==> src/rtl/piso_shift_tx.sv <==
// piso_shift_tx: parallel-in, serial-out transmitter with a valid/ready load
// handshake and a tick enable for the serial bit rate.
//
// A word is captured on the accept edge. Its first bit is on `sout` during the
// next cycle. The word then advances one bit on each edge where tick=1. The
// shift register always keeps the current bit at its output end, so `sout` is
// a plain register bit. Vacated positions fill with zero, which means `sout`
// reads 0 whenever the block is idle.
module piso_shift_tx #(
  parameter int WIDTH     = 4,     // bits per word, must be >= 2
  parameter bit MSB_FIRST = 1'b1   // 1: din[WIDTH-1] goes first, 0: din[0] goes first
) (
  input  logic             clk,
  input  logic             reset,       // asynchronous, active low
  input  logic [WIDTH-1:0] din,
  input  logic             load_valid,
  output logic             load_ready,
  input  logic             tick,
  output logic             sout,
  output logic             sout_valid,
  output logic             busy,
  output logic             done
);

  localparam int              CNT_W    = $clog2(WIDTH);
  localparam logic [CNT_W-1:0] LAST_CNT = CNT_W'(WIDTH - 1);

  typedef enum logic {
    S_IDLE  = 1'b0,
    S_SHIFT = 1'b1
  } state_t;

  state_t           r_state;
  state_t           w_state_nxt;
  logic [WIDTH-1:0] r_shift;
  logic [WIDTH-1:0] w_shift_nxt;
  logic [WIDTH-1:0] w_shifted;
  logic [CNT_W-1:0] r_bit_cnt;
  logic [CNT_W-1:0] w_bit_cnt_nxt;
  logic             r_done;
  logic             w_last;
  logic             w_accept;

  // The last bit retires on this edge. A new word may be accepted on the same
  // edge, so the next word follows with no gap.
  assign w_last     = (r_state == S_SHIFT) && (r_bit_cnt == LAST_CNT) && tick;
  assign load_ready = (r_state == S_IDLE) || w_last;
  assign w_accept   = load_valid && load_ready;

  // The shift register moves toward the output end. The far end refills with zero.
  assign w_shifted = MSB_FIRST ? {r_shift[WIDTH-2:0], 1'b0}
                               : {1'b0, r_shift[WIDTH-1:1]};

  // The outputs come directly from registers. sout_valid and busy both mean
  // that the block is in the SHIFT state.
  assign sout       = MSB_FIRST ? r_shift[WIDTH-1] : r_shift[0];
  assign sout_valid = (r_state == S_SHIFT);
  assign busy       = (r_state == S_SHIFT);
  assign done       = r_done;

  // Next-state logic: accept a new word, retire the last bit, or advance one bit.
  always_comb begin
    // NOTE: every signal gets a hold-value default before any branch, so no path leaves one unassigned and no latch is inferred.
    w_state_nxt   = r_state;
    w_shift_nxt   = r_shift;
    w_bit_cnt_nxt = r_bit_cnt;
    if (w_accept) begin
      w_state_nxt   = S_SHIFT;
      w_shift_nxt   = din;
      w_bit_cnt_nxt = '0;
    end else if (w_last) begin
      w_state_nxt   = S_IDLE;
      w_shift_nxt   = '0;
      w_bit_cnt_nxt = '0;
    end else if ((r_state == S_SHIFT) && tick) begin
      w_shift_nxt   = w_shifted;
      w_bit_cnt_nxt = r_bit_cnt + CNT_W'(1);
    end
  end

  // State registers. An asynchronous clear drops any word that is in flight.
  always_ff @(posedge clk or negedge reset) begin
    if (!reset) begin
      r_state   <= S_IDLE;
      r_shift   <= '0;
      r_bit_cnt <= '0;
      r_done    <= 1'b0;
    end else begin
      // NOTE: non-blocking assignments here, so every register samples pre-edge values regardless of statement order.
      r_state   <= w_state_nxt;
      r_shift   <= w_shift_nxt;
      r_bit_cnt <= w_bit_cnt_nxt;
      r_done    <= w_last;
    end
  end

endmodule

==> config.mk <==
export PLATFORM = sky130hd
export DESIGN_NAME = piso_shift_tx
export DESIGN_NICKNAME = d
export VERILOG_FILES = /design/src/rtl/piso_shift_tx.sv
export SDC_FILE = /design/constraint.sdc
export NUM_CORES = 1
export LEC_CHECK = 0
export CORE_MARGIN = 10
export CORE_UTILIZATION = 30
export CTS_CLUSTER_DIAMETER = 40
export DETAILED_ROUTE_END_ITERATION = 6
export GPL_TIMING_DRIVEN = 1
export SYNTH_ARGS = -nofsm -noshare
export SYNTH_HDL_FRONTEND = slang
export SYNTH_SLANG_ARGS = --single-unit
==> constraint.sdc <==
create_clock -name clk -period 2.4 [get_ports clk]
set_input_delay 0.72 -clock clk [delete_from_list [all_inputs] [get_ports clk]]
set_output_delay 0.72 -clock clk [all_outputs]
set_load 0.01 [all_outputs]
==> results of run 1 <==
final cells by class:
class | count | area (sq um) | share of cell area
flip-flops and latches | 8 | 200 | 0.349
multi-input cells | 26 | 185 | 0.323
repair buffers | 15 | 143 | 0.249
clock buffers | 3 | 22.5 | 0.0393
well taps | 15 | 18.8 | 0.0328
inverters | 1 | 3.75 | 0.00655
what timing repair did:
action                     in CTS  in global routing
hold buffers                    0                  0
gates resized for setup         1                  1
setup endpoints to repair       1                  1
per-layer routing:
| metal | up-vias | global-route usage | share of wire |
|---|---|---|---|
| li1 | 165 | - | - |
| met1 | 159 | 0.0625 | 0.47 |
| met2 | 14 | 0.0846 | 0.43 |
| met3 | 0 | 0.0449 | 0.10 |
| met4 | 0 | 0.0101 | 0 |
| met5 | - | 0 | 0 |
through the flow:
stage / hold slack, ns / util / worst slack [ns] / total power [W]
2_1_floorplan: 0.424 / - / 0.736 / 0.000384
3_3_place_gp: 0.504 / 0.428 / -0.204 / 0.000485
3_5_place_dp: 0.503 / 0.428 / -0.196 / 0.000488
4_1_cts: 0.518 / 0.445 / 0.0362 / 0.000587
5_1_grt: 0.527 / 0.446 / 0.0327 / 0.000622
6_report: 0.515 / 0.446 / 0.0946 / 0.000581
cell families (layout without fill, tap and decap cells):
kind of cell,count (synthesis),in the layout,synth area share
simple gates,15,15,0.199
buf+inv,3,19,0.0552
flops,8,8,0.491
mux,3,3,0.101
compound gates,7,7,0.123
fa+ha+maj,1,1,0.0307
where the power goes:
part	switching (W)	internal, W	total [W]
logic	0.000100	0.000159	0.000259
clock network	0.0000446	0.0000571	0.000102
registers	0.0000341	0.000186	0.000220
total	0.000179	0.000402	0.000581
worst reg2reg max path, cell delays in order (launching register included):
cell	delay, ns
dfrtp_1	0.40
ha_1	0.27
a21bo_2	0.25
buf_4	0.16
a21boi_1	0.14
mux2_4	0.15
registers in the layout (all words and copies together) (netlist names):
register   count
busy           1
done           1
r_bit_cnt      2
r_shift        4
final timing paths:
| path | start | to | slack (ns) | cells after the start |
|---|---|---|---|---|
| max | tick | load_ready | 0.09 | 3 |
| min | r_bit_cnt[1] | r_bit_cnt[1] | 0.52 | 1 |
| max reg2reg | r_bit_cnt[0] | r_bit_cnt[1] | 0.97 | 5 |
| min reg2reg | r_bit_cnt[1] | r_bit_cnt[1] | 0.52 | 1 |
| max in group asynchronous | reset | busy | 1.40 | 1 |
| min in group asynchronous | reset | r_shift[2] | 0.74 | 1 |
cell usage in the layout, fill, tap and decap left out:
master           count
inv_1                1
clkdlybuf4s50_1     11
a31oi_1              3
or2b_1               1
buf_4                3
dfrtp_1              8
and3_1               1
nand2b_1             1
mux2_4               2
clkdlybuf4s15_1      1
o21ai_0              1
a21boi_1             1
nor2_1               5
clkbuf_4             3
a21bo_2              1
a22o_1               1
nand3b_1             3
mux2_2               1
nand3_1              4
ha_1                 1
==> results.yml, run 1 <==
outcome:
  status: "finished, final reports clean"
logic_synthesis:
  yosys.area.top_type: "dfrtp_1"
  syn_nets: 46
  syn-mean-instance-area_sq_um: 11.0
  syn_area_sq_um: 408
  synth_ff_type: "dfrtp_1"
  yosysWarnings: 0
  synth.most_common_cell: "dfrtp_1"
  synth_edf_count: 0
  ys_ff_latch: 8
  yosys-top-cells-count: "8 x dfrtp_1, 5 x nor2_1, 4 x nand3_1, 3 x a31oi_1, 3 x nand3b_1"
  synth_cell_types: 18
  seq_area_frac_synth: 0.491
  synth_top_area_share: 0.491
  async_reset_ff_frac: 1.00
  synth_area_leaders: "dfrtp_1 49%, mux2_4 7.4%, nand3b_1 5.5%"
  syn_inst: 37
clock_network:
  cts_sinks: 8
  cts_tree: "built"
  htree_levels: 1
  clockRootBuffer: "clkbuf_4"
  cts_max_path_buffers: 2
  cts.clk_slew.worst_paths_ns: 0.05
  insertion_delay_ns: 0.26
  post_cts.repair.setup_buffers: 0
  numCtsBuffers: 3
place:
  port_buffers: 12
  place_congestion: 0.753
  dp_cells: 65
  hpwl_um: 683
  placed_area_sq_um: 551
cells_and_area:
  final_cells: 68
  area_growth_syn_to_layout_pct: 40.5
  drive_above_1_share: 0.189
  nets: 64
  antennaDiodeCount: 0
  design_area_sq_um: 573
  fillers: 134
sta:
  maxSlewHeadroom: 0.762
  tightest_slew_ns: 0.356
  max_freq_mhz: 434
  hold_violations: 0
  finalSetupViolCount: 0
  finalSetupTns_ns: 0
  fin_worst_skew_ns: 0.00855
  fin_crit_ns: 2.31
  finalCritPeriodShare: 0.961
  rsz0062_at_grt: "no"
  slew_viol_final: 0
floorplanning:
  io_pins: 13
  rows: 13
  die_h_um: 56.9
  fp.dieW_um: 56.9
  core_sq_mm: 0.00128
  initial_utilization: 0.317
  die_area_sq_mm: 0.00323
grt:
  grt_pass1_wl_mm: 1.49
  grt_max_degree: 9
  grtUsageTotal: 0.0568
  grt_pass1_vias: 315
  antenna_found_initial: 0
  grt_overflow: 0
critical_path:
  endpoint_kind: "output pin"
  crit_family: "buffers and inverters"
  startpoint_type: "input pin"
  max_stage_delay_ns: 0.42
  arrival_ns: 1.59
  crit_chain: "clkdlybuf4s50_1 -> a21bo_2 -> clkdlybuf4s15_1"
  path_max_fanout: 2
  worst_path_max_delay_cell: "clkdlybuf4s50_1"
  cp.required_ns: 1.68
  critical_path_class: "in -> out"
  path_buf_inv: 2
power:
  power_density_mw_per_mm2: 1010
  power.leakage_nw: 0.249
  ir_drop_uv: 574
min_path:
  hp-class: "reg -> reg"
drt:
  vias: 338
  routed_wirelength_um: 894
  routed_via_density: 4.97
  drc: 0
  wire_per_inst_um: 13.1
  ant_nets: 0
  drt_iter0_drc: 3
  dr.pass1.iters: 2
job:
  cap_violations: 0
Note: power is estimated with default switching activity, not from simulation.
==> run 2: changes to the inputs <==
- CORE_AREA: unset -> 10 10 47 49
- CORE_MARGIN: 10 -> unset
- CORE_UTILIZATION: 30 -> unset
- DIE_AREA: unset -> 0 0 57 59
==> results.yml, run 2 (same netlist as run 1, synthesis figures left out) <==
critical_path:
  arrival_ns: 1.63
  reg2reg_from: "r_bit_cnt[0]"
  path_buf_inv: 2
  endpoint_kind: "output pin"
  r2r-end: "r_bit_cnt[1]"
  max_stage_delay_ns: 0.42
  r2r_cells: 5
  reg2reg_slack_ns: 0.97
  crit_family: "buffers and inverters"
  critical_path_class: "in -> out"
  crit_chain: "clkdlybuf4s50_1 -> a21bo_2 -> dlygate4sd2_1"
  path_max_fanout: 2
  startpoint_type: "input pin"
  worst_path_max_delay_cell: "clkdlybuf4s50_1"
  cp.required_ns: 1.68
power:
  switching_share: 0.308
  ir_drop_uv: 519
  power.leakage_nw: 0.251
  pwr-share-seq: 0.380
  p_sw_w: 0.000179
  internal-power_w: 0.000401
  clkPwrFrac: 0.179
  pwr-share-comb: 0.441
  power_density_mw_per_mm2: 1010
cells_and_area:
  design_area_sq_um: 573
  area_growth_syn_to_layout_pct: 40.5
  largest_register: "r_shift"
  layout_common_cells: "11 x clkdlybuf4s50_1, 8 x dfrtp_1, 5 x nor2_1"
  antennaDiodeCount: 0
  mostFrequentLayoutCell: "clkdlybuf4s50_1"
  nets: 64
  largest_reg_flops: 4
  final_cells: 69
  drive_above_1_share: 0.189
  reg.largest.list: "r_shift: 4 flops, r_bit_cnt: 2 flops"
grt:
  antenna_found_initial: 0
  grt_pass1_wl_mm: 1.50
  grt_overflow: 0
  grt_pass1_vias: 340
  grt_max_degree: 9
  grtUsageTotal: 0.0569
clock_network:
  clockRootBuffer: "clkbuf_4"
  cts_tree: "built"
  cts.clk_slew.worst_paths_ns: 0.05
  cts_max_path_buffers: 2
  htree_levels: 1
  numCtsBuffers: 3
  post_cts.repair.setup_buffers: 0
  cts_sinks: 8
  insertion_delay_ns: 0.25
job:
  cap_violations: 0
sta:
  rsz0062_at_grt: "no"
  maxSlewHeadroom: 0.760
  finalSetupTns_ns: 0
  max_freq_mhz: 425
  fin_worst_skew_ns: 0.000466
  fin_crit_ns: 2.35
  finalCritPeriodShare: 0.980
  slew_viol_final: 0
  tightest_slew_ns: 0.360
  hold_violations: 0
  finalSetupViolCount: 0
min_path:
  holdCritStartpoint: "r_bit_cnt[1]"
  hold_depth: 1
  hp-class: "reg -> reg"
  timing.hold.worst_endpoint: "r_bit_cnt[1]"
floorplanning:
  initial_utilization: 0.291
  io_pins: 13
  rows: 14
  core_sq_mm: 0.00140
  die_h_um: 59
  die_area_sq_mm: 0.00336
  fp.dieW_um: 57
place:
  dp_cells: 66
  placed_area_sq_um: 552
  place_congestion: 0.666
  port_buffers: 12
  hpwl_um: 664
drt:
  ant_nets: 0
  wire_per_inst_um: 12.6
  routed_wirelength_um: 870
  vias: 327
  dr.pass1.iters: 3
  routed_via_density: 4.74
  drc: 0
  drt_iter0_drc: 7
outcome:
  status: "finished, final reports clean"
run 2: cell types whose count changed in the layout (fill, tap and decap cells not counted), sizes merged:
| cell | change |
|---|---|
| clkdlybuf4s15 | -1 |
| dlygate4sd2 | +1 |
run 2: metal layers:
metal | vias up | GRT usage | routed length (um)
met1 | 155 | 0.0541 | 358
met3 | 0 | 0.0472 | 76
met4 | 0 | 0.0302 | 0
met2 | 9 | 0.0853 | 435
li1 | 163 | - | -
met5 | - | 0 | 0
run 2: area by class of cell:
cell class,count,area [sq um]
timing repair buffer,15,141
inverter,1,3.75
clock buffer,3,22.5
fill,148,828
sequential,8,200
tap,16,20.0
multi-input combinational,26,185
run 2: worst max path at each step:
stage | start | to | slack [ns] | depth (start not counted)
after floorplan | tick | load_ready | 0.74 | 1
after global placement | tick | load_ready | -0.20 | 3
after detailed placement | tick | load_ready | -0.20 | 3
after CTS | tick | load_ready | 0.04 | 3
after global routing | tick | load_ready | 0.02 | 3
final | tick | load_ready | 0.05 | 3
run 2: metrics by stage:
step / total power (W) / hold WS, ns / setup slack [ns] / util
3_3_place_gp: 0.000484 / 0.498 / -0.204 / 0.394
4_1_cts: 0.000593 / 0.521 / 0.0408 / 0.409
3_5_place_dp: 0.000487 / 0.502 / -0.200 / 0.394
5_1_grt: 0.000633 / 0.538 / 0.0185 / 0.409
6_report: 0.000579 / 0.517 / 0.0489 / 0.409
2_1_floorplan: 0.000384 / 0.424 / 0.736 / -
run 2: power by group through the flow:
stage / sequential, W / clock, W / combinational, W
final: 0.000220 / 0.000104 / 0.000256
after global routing: 0.000230 / 0.000117 / 0.000286
after CTS: 0.000221 / 0.000111 / 0.000261
after detailed placement: 0.000223 / 0 / 0.000264
after global placement: 0.000221 / 0 / 0.000263
after floorplan: 0.000224 / 0 / 0.000160
run 2: timing repair:
action | in CTS | in global routing
hold buffers | 0 | 0
setup endpoints to repair | 1 | 0
gates resized for setup | 1 | 0
==> run 3: changes to the inputs <==
- GPL_TIMING_DRIVEN: 1 -> unset
- HOLD_SLACK_MARGIN: unset -> 0.15
- SETUP_SLACK_MARGIN: unset -> 0.15
==> results.yml, run 3 (same netlist as run 1, synthesis figures left out) <==
grt:
  grt_pass1_wl_mm: 1.49
  use_met1: 0.0541
  grt_pass1_vias: 340
  grt_overflow: 0
  grtUsageTotal: 0.0564
  grt_use_met3: 0.0451
  antenna_found_initial: 0
  busiest_layer: "met2"
  grt_max_degree: 9
  met2_usage: 0.0853
power:
  power_density_mw_per_mm2: 1010
  pwr-share-seq: 0.381
  switching_share: 0.309
  power.leakage_nw: 0.249
  internal-power_w: 0.000399
  clkPwrFrac: 0.179
  p_sw_w: 0.000179
  pwr-share-comb: 0.439
  ir_drop_uv: 512
critical_path:
  startpoint_type: "input pin"
  critical_path_class: "in -> out"
  worst_path_max_delay_cell: "clkdlybuf4s50_1"
  arrival_ns: 1.49
  path_buf_inv: 2
  r2r_cells: 5
  crit_family: "buffers and inverters"
  crit_chain: "clkdlybuf4s50_1 -> a21bo_2 -> buf_2"
  path_max_fanout: 2
  max_stage_delay_ns: 0.42
  cp.required_ns: 1.68
  reg2reg_from: "r_bit_cnt[0]"
  cp-startpoint: "tick"
  endpoint_kind: "output pin"
  path_depth: 3
cells_and_area:
  antennaDiodeCount: 0
  design_area_sq_um: 569
  fillers: 148
  mostFrequentLayoutCell: "clkdlybuf4s50_1"
  drive_above_1_share: 0.208
  layout_common_cells: "11 x clkdlybuf4s50_1, 8 x dfrtp_1, 5 x nor2_1"
  multi_input_area_sq_um: 185
  largest_register: "r_shift"
  largest_reg_flops: 4
  seqCellArea_sq_um: 200
  area_growth_syn_to_layout_pct: 39.6
  nets: 64
  reg.largest.list: "r_shift: 4 flops, r_bit_cnt: 2 flops"
  final_cells: 69
sta:
  finalCritPeriodShare: 0.919
  finalSetupViolCount: 0
  slew_viol_final: 0
  max_freq_mhz: 453
  hold_violations: 0
  fin_worst_skew_ns: 0.000450
  rsz0062_at_grt: "no"
  maxSlewHeadroom: 0.760
  tightest_slew_ns: 0.360
  fin_crit_ns: 2.21
clock_network:
  cts_tree: "built"
  htree_levels: 1
  clockRootBuffer: "clkbuf_4"
  cts_sinks: 8
  cts.clk_slew.worst_paths_ns: 0.05
  insertion_delay_ns: 0.25
  cts_max_path_buffers: 2
  numCtsBuffers: 3
min_path:
  hp-class: "reg -> reg"
  holdCritStartpoint: "r_bit_cnt[1]"
  hold_depth: 1
place:
  hpwl_um: 664
  dp_cells: 66
  port_buffers: 12
  placed_area_sq_um: 552
  place_congestion: 0.666
drt:
  drt_iter0_drc: 7
  drc: 0
  routed_wirelength_um: 869
  dr.pass1.iters: 3
  wire_per_inst_um: 12.6
  vias: 327
  ant_nets: 0
  routed_via_density: 4.74
floorplanning:
  io_pins: 13
  core_sq_mm: 0.00140
  die_area_sq_mm: 0.00336
  fp.dieW_um: 57
  initial_utilization: 0.291
  die_h_um: 59
  rows: 14
outcome:
  status: "finished, final reports clean"
job:
  cap_violations: 0
[run 3: worst register-to-register path: stages (launching register included)]
cell	delay, ns
dfrtp_1	0.41
ha_1	0.28
a21bo_2	0.24
buf_4	0.15
a21boi_1	0.14
mux2_4	0.15
[run 3: repair_timing]
item                       CTS  global route
resized for setup            4             0
hold buffers                 0             0
setup buffers                0             0
setup endpoints to repair    1             0
[run 3: cell type report]
class / instances / share of cell area
Sequential cell: 8 / 0.352
Multi-Input combinational cell: 26 / 0.325
Inverter: 1 / 0.00659
Timing Repair Buffer: 15 / 0.242
Clock buffer: 3 / 0.0396
Tap cell: 16 / 0.0352
[run 3: through the flow]
| stage | power [W] | setup WS, ns | util | hold slack, ns | setup TNS, ns |
|---|---|---|---|---|---|
| after floorplan | 0.000384 | 0.736 | - | 0.424 | 0 |
| after global placement | 0.000484 | -0.204 | 0.394 | 0.498 | -0.204 |
| after detailed placement | 0.000487 | -0.200 | 0.394 | 0.502 | -0.200 |
| after CTS | 0.000591 | 0.188 | 0.406 | 0.521 | 0 |
| after global routing | 0.000630 | 0.174 | 0.406 | 0.538 | 0 |
| final | 0.000578 | 0.194 | 0.406 | 0.517 | 0 |
[run 3: routing by layer]
metal / vias up / wire length, um / share of wire
met4: 0 / 0 / 0
li1: 163 / - / -
met2: 9 / 435 / 0.50
met5: - / 0 / 0
met1: 155 / 358 / 0.41
met3: 0 / 74 / 0.085
[run 3: power by group through the flow]
stage                     Clock (W)  Combinational, W  Sequential [W]
after CTS                  0.000111          0.000259        0.000221
final                      0.000104          0.000254        0.000220
after detailed placement          0          0.000264        0.000223
after global routing       0.000117          0.000283        0.000230
after global placement            0          0.000263        0.000221
after floorplan                   0          0.000160        0.000224
[run 3: final timing paths]
| kind | to | slack [ns] |
|---|---|---|
| worst max-delay path | load_ready | 0.19 |
| worst min-delay path | r_bit_cnt[1] | 0.52 |
| worst max register to register | r_bit_cnt[1] | 0.97 |
| worst min register to register | r_bit_cnt[1] | 0.52 |
| max in group asynchronous | r_bit_cnt[1] | 1.40 |
| min in group asynchronous | busy | 0.74 |
==> edit (config.mk and constraints of run 1) <==
Reset style: synchronous (`reset`), changed in one clocked block. Comments in the files are not updated.
--- a/src/rtl/piso_shift_tx.sv
+++ b/src/rtl/piso_shift_tx.sv
@@ -79,7 +79,7 @@
   end
 
   // State registers. An asynchronous clear drops any word that is in flight.
-  always_ff @(posedge clk or negedge reset) begin
+  always_ff @(posedge clk) begin
     if (!reset) begin
       r_state   <= S_IDLE;
       r_shift   <= '0;
Function: differs if reset is asserted again (counterexample within 4 cycles, from zero or initial values and one cycle with reset low); with reset held inactive, the same outputs for 10 cycles.
==> edit against run 1 <==
Non-clock buffer count decreased by 1; wire length increased by 5.9%; die area increased by 4.1%; area after synthesis increased by 6.4%; cell area increased by 0.87%; cell count increased by 15%; sequential cell count unchanged; setup slack got worse by 0.025 ns; largest cell class is now multi-input combinational cells; highest routed layer is now met4.
Power is not compared: it rests on default switching activity, and its combinational part moved more than twofold at a synthesized area within 25%.
==> edit: results (changes against run 1) <==
\begin{tabular}{lr}
\hline
Metric & Value \\
\hline
\multicolumn{2}{l}{\textbf{Run status}} \\
Outcome & finished, final reports clean \\
\multicolumn{2}{l}{\textbf{STA}} \\
Post-Route Skew & 0.00401 ns (-0.00454 ns) \\
Slew HR & 0.757 (-0.00519) \\
\multicolumn{2}{l}{\textbf{Global route}} \\
Via count of the first global-routing pass & 350 (+11\%) \\
GRT Util Overall & 0.0608 (+0.00402) \\
Wire length of the first global-routing pass & 1550 um (+4.2\%) \\
Pin count of the biggest net entering global routing & 13 (+4) \\
\multicolumn{2}{l}{\textbf{Synthesis}} \\
Netlist cell types & 24 (+6) \\
Dominant cells by area after synthesis & sky130\_fd\_sc\_hd\_\_dfxtp\_1 37\%, sky130\_fd\_sc\_hd\_\_mux2i\_1 9.2\%, sky130\_fd\_sc\_hd\_\_nand3\_1 4.6\% \\
Proportion of synthesized chip area in sequential cells & 0.369 (-0.122) \\
Synth Net Count & 59 (+28\%) \\
Proportion of register bits with asynchronous set or reset after synthesis & 0 (-1.00) \\
Most used standard cells in the synthesized netlist & 8 x sky130\_fd\_sc\_hd\_\_dfxtp\_1, 4 x sky130\_fd\_sc\_hd\_\_mux2i\_1, 4 x sky130\_fd\_sc\_hd\_\_nand2\_1, 4 x sky130\_fd\_sc\_hd\_\_nand3\_1, 4 x sky130\_fd\_sc\_hd\_\_o21ai\_0 \\
\multicolumn{2}{l}{\textbf{Route}} \\
Count of vias placed by the detailed router & 396 (+17\%) \\
Wire length per cell & 12.1 um (-7.7\%) \\
Detailed-routing iteration count for the pre-antenna-repair pass & 4 (+2) \\
Count of routing violations after the opening detailed-route iteration & 3 (unchanged) \\
\multicolumn{2}{l}{\textbf{Placement}} \\
Worst slack at placement & -0.212 ns (-0.0160 ns) \\
Final Wtd Congestion & 0.701 (-6.8\%) \\
Final HPWL from detailed placement & 727 um (+6.4\%) \\
\multicolumn{2}{l}{\textbf{Layout}} \\
Post-layout net count & 74 (+16\%) \\
Fraction of final layout cells sized beyond drive strength 1 & 0.0794 (-0.109) \\
Total of fill cells in the finished design & 147 (+9.7\%) \\
\# diodes & 0 (unchanged) \\
\multicolumn{2}{l}{\textbf{Worst setup path}} \\
CP Data Arrival Time & 1.61 ns (+0.02 ns) \\
Slowest stage delay, CP & 0.49 ns (+0.07 ns) \\
Crit path max-delay family & buffers and inverters \\
Critical path's slowest cell & sky130\_fd\_sc\_hd\_\_clkdlybuf4s50\_1 \\
\multicolumn{2}{l}{\textbf{Clocking}} \\
Clk buf depth & 2 (unchanged) \\
Worst-skew pair later-pin latency & 0.25 ns \\
\multicolumn{2}{l}{\textbf{Power}} \\
Leakage power & 0.233 nW \\
\hline
\end{tabular}
-- edit: changes by cell type after synthesis, sizes merged, moves of 3 or more --
| cell | change |
|---|---|
| dfrtp | -8 |
| dfxtp | +8 |
| mux2i | +4 |
| nand2 | +4 |
| nor2 | -4 |
| mux2 | -3 |
| o21ai | +3 |
-- edit: cell type report --
type	count	area (sq um)	area share
tap	15	18.8	0.0325
clock buffer	3	22.5	0.0390
sequential	8	160	0.277
multi-input combinational	36	235	0.407
timing repair buffer	14	134	0.232
inverter	2	7.51	0.0130
-- edit: worst min-delay path, stage by stage (launching register included) --
cell and delay [ns]:
sky130_fd_sc_hd__dfxtp_1 0.31, sky130_fd_sc_hd__nand2_1 0.06, sky130_fd_sc_hd__a21boi_1 0.05
-- edit: power by group --
| part | internal [mW] | switching (mW) | total [mW] |
|---|---|---|---|
| sequential | 0.140 | 0.00741 | 0.148 |
| clock | 0.0573 | 0.0470 | 0.104 |
| combinational | 0.0322 | 0.0223 | 0.0545 |
| total | 0.230 | 0.0767 | 0.307 |
-- edit: per-layer routing --
layer  up-vias  wire length [um]  track usage
met5         -                 0            0
met4         0                10       0.0604
met3         2               106       0.0414
met2        13               372       0.0721
met1       174               456       0.0674
li1        207                 -            -
-- edit: worst paths after layout --
| path | from | end | slack, ns | cells past startpoint |
|---|---|---|---|---|
| max | tick | load_ready | 0.07 | 4 |
| min | r_bit_cnt[1]$_SDFFE_PP0P_ | r_bit_cnt[1]$_SDFFE_PP0P_ | 0.46 | 2 |
| max reg2reg | busy$_SDFFE_PN0P_ | r_shift[2]$_SDFFE_PN0P_ | 1.19 | 3 |
| min reg2reg | r_bit_cnt[1]$_SDFFE_PP0P_ | r_bit_cnt[1]$_SDFFE_PP0P_ | 0.46 | 2 |
-- edit: logic make-up after synthesis --
group	Yosys count	synth area share
compound gates	11	0.170
fa+ha+maj	1	0.0288
buf+inv	6	0.0893
flops	8	0.369
mux	4	0.0922
simple gates	20	0.251
-- edit: through the flow --
stage / area (sq um) / instances / setup TNS, ns
after floorplan: 434 / 50 / 0
after global placement: 557 / 75 / -0.211
after detailed placement: 557 / 75 / -0.212
after CTS: 578 / 78 / 0
after global routing: 578 / 78 / 0
final: 578 / 78 / 0
-- edit: timing repair --
action	in CTS	in global routing
resized for setup	1	0
endpoints found under the setup margin	1	0
buffers inserted	0	0
hold buffers	0	0
